File: src/rtl/booth_pkg.sv
// booth_pkg: shared FSM states, Booth encodings and counter sizing for booth_seq_mult
package booth_pkg;
  typedef enum logic [1:0] {IDLE, CALC, DONE} state_t;
  localparam logic [1:0] ADD = 2'b01;
  localparam logic [1:0] SUB = 2'b10;
  function automatic int cnt_w(int n);
    return ($clog2(n) > 1) ? $clog2(n) : 1;
  endfunction
endpackage

File: src/rtl/booth_seq_mult_if.sv
// booth_seq_mult_if: operand request and product response bundle of the Booth multiplier
interface booth_seq_mult_if #(parameter int N = 8);
  logic start;
  logic [N-1:0] multiplicand;
  logic [N-1:0] multiplier;
  logic busy;
  logic done;
  logic [2*N-1:0] product;
  modport master (output start, multiplicand, multiplier, input busy, done, product);
  modport slave (input start, multiplicand, multiplier, output busy, done, product);
endinterface

File: src/rtl/booth_step.sv
// booth_step: one radix-2 Booth add/subtract/no-op on the N+1-bit partial remainder
module booth_step
  import booth_pkg::*;
#(
  parameter int N = 8
) (
  input  logic [N:0]   a,
  input  logic [N:0]   mx,
  input  logic [1:0]   op,
  output logic [N:0]   a_next
);
  // subtract as A + ~Mx + 1; carry-out falls off the N+1-bit result
  always_comb a_next = (op == ADD) ? a + mx : (op == SUB) ? a + ~mx + (N+1)'(1) : a;
endmodule

File: src/rtl/booth_seq_mult.sv
// booth_seq_mult: sequential radix-2 Booth signed multiplier, N+1 cycles per product (BOOTH_ZERO_BYPASS_EN skips zero operands)
module booth_seq_mult
  import booth_pkg::*;
#(
  parameter int N = 8
) (
  input logic clk,
  input logic rst_n,
  booth_seq_mult_if.slave bus
);
  localparam int CW = cnt_w(N);
  state_t state;
  logic [N:0] a, mx, a_n, a_s;
  logic [N-1:0] q, q_s;
  logic q1;
  logic [CW-1:0] cnt;
  logic zero_op;
  booth_step #(.N(N)) u_step (.a(a), .mx(mx), .op({q[0], q1}), .a_next(a_n));
  assign a_s = {a_n[N], a_n[N:1]};
  assign q_s = {a_n[0], q[N-1:1]};
`ifdef BOOTH_ZERO_BYPASS_EN
  assign zero_op = (bus.multiplicand == '0) || (bus.multiplier == '0);
`else
  assign zero_op = 1'b0;
`endif
  // FSM: load operands, run N add/shift steps, then publish the product for one done cycle
  always_ff @(posedge clk) begin
    if (!rst_n) begin
      state <= IDLE;
      a <= '0;
      mx <= '0;
      q <= '0;
      q1 <= 1'b0;
      cnt <= '0;
      bus.busy <= 1'b0;
      bus.done <= 1'b0;
      bus.product <= '0;
    end else begin
      case (state)
        IDLE: begin
          bus.done <= 1'b0;
          if (bus.start) begin
            a <= '0;
            mx <= {bus.multiplicand[N-1], bus.multiplicand};
            q <= bus.multiplier;
            q1 <= 1'b0;
            cnt <= CW'(N-1);
            bus.busy <= 1'b1;
            if (zero_op) begin
              state <= DONE;
              bus.done <= 1'b1;
              bus.product <= '0;
            end else begin
              state <= CALC;
            end
          end
        end
        CALC: begin
          a <= a_s;
          q <= q_s;
          q1 <= q[0];
          cnt <= (cnt == '0) ? cnt : cnt - CW'(1);
          if (cnt == '0) begin
            state <= DONE;
            bus.done <= 1'b1;
            bus.product <= {a_s[N-1:0], q_s};
          end
        end
        DONE: begin
          state <= IDLE;
          bus.busy <= 1'b0;
          bus.done <= 1'b0;
        end
        default: state <= IDLE;
      endcase
    end
  end
endmodule

File: src/flat_wrapper.sv
// flat-port wrapper written by rule: the top's interface ports become plain ports
module booth_seq_mult_flat import booth_pkg::*;
#(
  parameter int N = 8
)
  (clk, rst_n, bus_start, bus_multiplicand, bus_multiplier, bus_busy, bus_done, bus_product);
  booth_seq_mult_if #(.N(N)) bus_i ();
  input logic clk;
  input logic rst_n;
  input wire logic [$bits(bus_i.start)-1:0] bus_start;
  input wire logic [$bits(bus_i.multiplicand)-1:0] bus_multiplicand;
  input wire logic [$bits(bus_i.multiplier)-1:0] bus_multiplier;
  output wire logic [$bits(bus_i.busy)-1:0] bus_busy;
  output wire logic [$bits(bus_i.done)-1:0] bus_done;
  output wire logic [$bits(bus_i.product)-1:0] bus_product;
  assign bus_i.start = bus_start;
  assign bus_i.multiplicand = bus_multiplicand;
  assign bus_i.multiplier = bus_multiplier;
  assign bus_busy = bus_i.busy;
  assign bus_done = bus_i.done;
  assign bus_product = bus_i.product;
  booth_seq_mult #(.N(N)) u_core (.clk(clk), .rst_n(rst_n), .bus(bus_i));
endmodule
File: config.mk
export PLATFORM = sky130hd
export DESIGN_NAME = booth_seq_mult_flat
export DESIGN_NICKNAME = d
export VERILOG_FILES = /design/src/rtl/booth_pkg.sv /design/src/rtl/booth_seq_mult_if.sv /design/src/rtl/booth_step.sv /design/src/rtl/booth_seq_mult.sv /design/src/flat_wrapper.sv
export SDC_FILE = /design/constraint.sdc
export NUM_CORES = 1
export LEC_CHECK = 0
export BUFFER_PORTS_ARGS = -buffer_cell sky130_fd_sc_hd__buf_2
export CORE_MARGIN = 3
export CORE_UTILIZATION = 45
export CTS_CLUSTER_DIAMETER = 60
export CTS_CLUSTER_SIZE = 40
export DETAILED_ROUTE_END_ITERATION = 10
export PLACE_DENSITY = 0.72
export SETUP_SLACK_MARGIN = 0.4
export SLEW_MARGIN = 0
export SYNTH_ARGS = -nofsm -noshare
export SYNTH_HDL_FRONTEND = slang
export SYNTH_SLANG_ARGS = --single-unit
File: constraint.sdc
create_clock -name clk -period 2.55 [get_ports clk]
set_input_delay 0.6375 -clock clk [delete_from_list [all_inputs] [get_ports clk]]
set_output_delay 0.6375 -clock clk [all_outputs]
set_load 0.02 [all_outputs]
==> run summary <==
Buffers on Ports: 36
final worst-path cycle share: 82.8%
Clock Latency Late Sink: 0.31 ns
Post-route DRC: 0
Critical path buffers and inverters: 1
Achievable Freq: 474 MHz
internal power: 0.00128 W
Clock Path Buffers: 2
Initial Util: 47.7%
area of the multi-input gates: 1730 sq um
R2R depth: 9
Sum Neg Setup Slack: 0 ns
initial antenna violation count: 0
FP Rows: 27
CTS Hold Buffers Added: 0
Avg Inst Size Synth: 7.94 sq um
worst reg2reg startpoint: u_core.mx[0]
grt ovf: 0
clk root buf: clkbuf_8
worst-path fanout max: 4
Wirelength per Cell: 14.7 um
power share of the sequential group: 44.5%
worst-margin pin slew: 0.885 ns
relative slew slack: 41.0%
slowest stage cell, crit path: dfxtp_2
Final Power: 0.00195 W
Die Span X: 83.6 um
Layout Cells excl Fill: 449
Final Slew Violations: 0
first-pass GRT wire length: 11000 um
clk slew on worst S/H paths: 0.10 ns
vias per std cell: 5.39
sequential area share after synthesis: 35.5%
CTS tree: done
P_leak: 1.31 nW
maximum vdd drop: 0.353 mV
CP Depth: 9
post-DP HPWL: 4710 um
outcome: complete, no violations
final wirelength: 6590 um
CP max stage delay: 0.35 ns
register area: 970 sq um
mapped cell area: 2710 sq um
CTS Sinks: 48
FILL cells: 556
power per cell area: 600 nW/um^2
1st-pass router iterations: 4
Mapped Cells: 341
Setup crit end kind: flip-flop
syn_nets: 381
die height: 83.6 um
vias in the first global route: 2299
diode count: 0
CP endpoint: u_core.a[5]
P_sw: 0.000668 W
TritonCTS Buffers: 5
H-tree depth: 2
required time of the worst setup path: 2.77 ns
total of max-cap violations: 0
Die ar.: 6980 sq um
Hold WC Path Type: reg2reg
Synth cell types: 47
capturing point of the worst reg2reg path: u_core.a[5]
delay-heaviest family, CP: compound AO/OA/AOI/OAI gates
clock power share: 25.7%
Startpoint Class: flip-flop
Period minus WS final: 2.11 ns
Comb pwr share: 29.8%
Worst Hold Depth: 2
fraction of layout cells with a size suffix above 1: 24.9%
critical-path cell list: ha_2 > inv_2 > fa_2 > o21bai_4 > a211o_1 > a211o_1 > a21oi_2 > a211oi_2 > a211oi_1
RSZ-0062 raised after global routing: yes
top_reg_cell synth: dfxtp_1
FF-to-FF setup slack: 0.44 ns
Final Setup Violations: 0
EDFF count, synth: 0
Final Util: 57.1%
Setup CP Type: reg2reg
Area Overhead vs Synth: 19.7%
vias: 2421
post-route ant nets: 0
IO Pins: 37
initial DRC count: 130
Hold Vio Cnt, Final: 0
Layout Skew: 0.00673 ns
Total GRT Usage: 18.9%
placed instance count: 439
Sw Share: 34.3%
FF+latch count, synth: 48
layout net count: 416
Async SR Flop Fraction: 0%
GPL Wtd Cong: 0.863
Critical Path Start: u_core.mx[0]
largest net degree at the start of global routing: 26
Arr. time, crit path: 2.33 ns
core area: 5680 sq um
CP most frequent cell: a211o_1
YS warnings: 0
==> tightest hold or removal path, cell delays in order (launching register included) <==
cell	delay, ns
dfxtp_1	0.32
nand2_1	0.05
a21oi_1	0.05
==> cell usage in the layout, fill, tap and decap left out, types with 4 or more instances in the layout <==
cell type / Yosys / final
a211oi_1: 8 / 7
a21oi_1: 36 / 33
a22oi_1: 4 / 4
a311oi_1: 11 / 10
buf_2: 4 / 36
buf_4: 0 / 10
clkbuf_8: 0 / 6
dfxtp_1: 48 / 41
dfxtp_2: 0 / 7
ha_1: 19 / 13
ha_2: 0 / 4
inv_1: 20 / 18
inv_2: 2 / 4
mux2i_1: 8 / 7
nand2_1: 45 / 45
nand2b_1: 7 / 7
nand3_1: 5 / 5
nor2_1: 44 / 44
nor2b_1: 6 / 6
o21ai_0: 13 / 12
xnor2_1: 4 / 4
==> timing repair <==
action / CTS / global route
resized for setup: 14 / 25
gates cloned: 0 / 0
buffers inserted: 1 / 1
pin swaps: 5 / 9
endpoints found under the setup margin: 6 / 11
==> metal layers <==
| metal | part of all wire [%] | vias up | GRT usage [%] | wire, um |
|---|---|---|---|---|
| li1 | - | 1255 | - | - |
| met1 | 48 | 1117 | 25.5 | 3140 |
| met2 | 47 | 42 | 31.8 | 3120 |
| met3 | 3.9 | 7 | 3.16 | 256 |
| met4 | 1.1 | 0 | 4.39 | 70 |
| met5 | 0 | - | 0 | 0 |
==> per-stage QoR <==
stage / area (sq um) / hold WS, ns / worst slack, ns
2_1_floorplan: 2710 / 0.437 / 0.587
3_3_place_gp: 2970 / 0.442 / 0.176
3_5_place_dp: 2970 / 0.444 / 0.183
4_1_cts: 3110 / 0.457 / 0.406
5_1_grt: 3240 / 0.490 / 0.331
6_report: 3240 / 0.456 / 0.438
==> flip-flops by register name (all words and copies together) (netlist names) <==
signal	cells
u_core.cnt	3
u_core.q	8
u_core.state	2
u_core.bus.done	1
u_core.mx	8
u_core.bus.product	16
u_core.bus.busy	1
u_core.q1	1
u_core.a	8
==> worst min path at each step <==
stage | start | endpoint | slack, ns
6_report | u_core.bus.product[2] | u_core.bus.product[2] | 0.46
5_1_grt | u_core.bus.done | u_core.bus.done | 0.49
3_5_place_dp | u_core.bus.product[2] | u_core.bus.product[2] | 0.44
2_1_floorplan | u_core.cnt[0] | u_core.cnt[0] | 0.44
4_1_cts | u_core.bus.product[2] | u_core.bus.product[2] | 0.46
3_3_place_gp | u_core.bus.product[6] | u_core.bus.product[6] | 0.44
==> cell families after synthesis <==
logic type,synth area share [%]
AOI/OAI and AO/OA,22.4
xor gates and xnor gates,2.27
adders and majority gates,10.3
buffers and inverters,6.15
DFF,35.5
muxes,3.79
and+or+nand+nor,19.6
==> synth_stat cells (4+ instances only) <==
library cell | count | area, sq um
dfxtp_1 | 48 | 961
nand2_1 | 45 | 169
nor2_1 | 44 | 165
a21oi_1 | 36 | 180
inv_1 | 20 | 75.1
ha_1 | 19 | 238
clkbuf_1 | 13 | 48.8
o21ai_0 | 13 | 65.1
a311oi_1 | 11 | 96.3
a211oi_1 | 8 | 60.1
mux2i_1 | 8 | 80.1
nand2b_1 | 7 | 43.8
nor2b_1 | 6 | 37.5
nand3_1 | 5 | 25.0
a22oi_1 | 4 | 30.0
buf_2 | 4 | 20.0
xnor2_1 | 4 | 35.0
==> power by group through the flow <==
stage,Clock [W],Combinational (W),Sequential [W]
2_1_floorplan,0,0.000363,0.000885
3_3_place_gp,0,0.000502,0.000876
3_5_place_dp,0,0.000508,0.000879
4_1_cts,0.000507,0.000529,0.000863
5_1_grt,0.000539,0.000650,0.000876
6_report,0.000501,0.000580,0.000865
==> final cells by class <==
type                       count  share of cell area, %
multi-input combinational    252                   53.3
tap                           72                   2.78
clock inverter                 2                  0.425
clock buffer                   6                   2.55
inverter                      22                   2.55
sequential                    48                   29.9
timing repair buffer          47                   8.49
(Power assumes the default switching activity.)
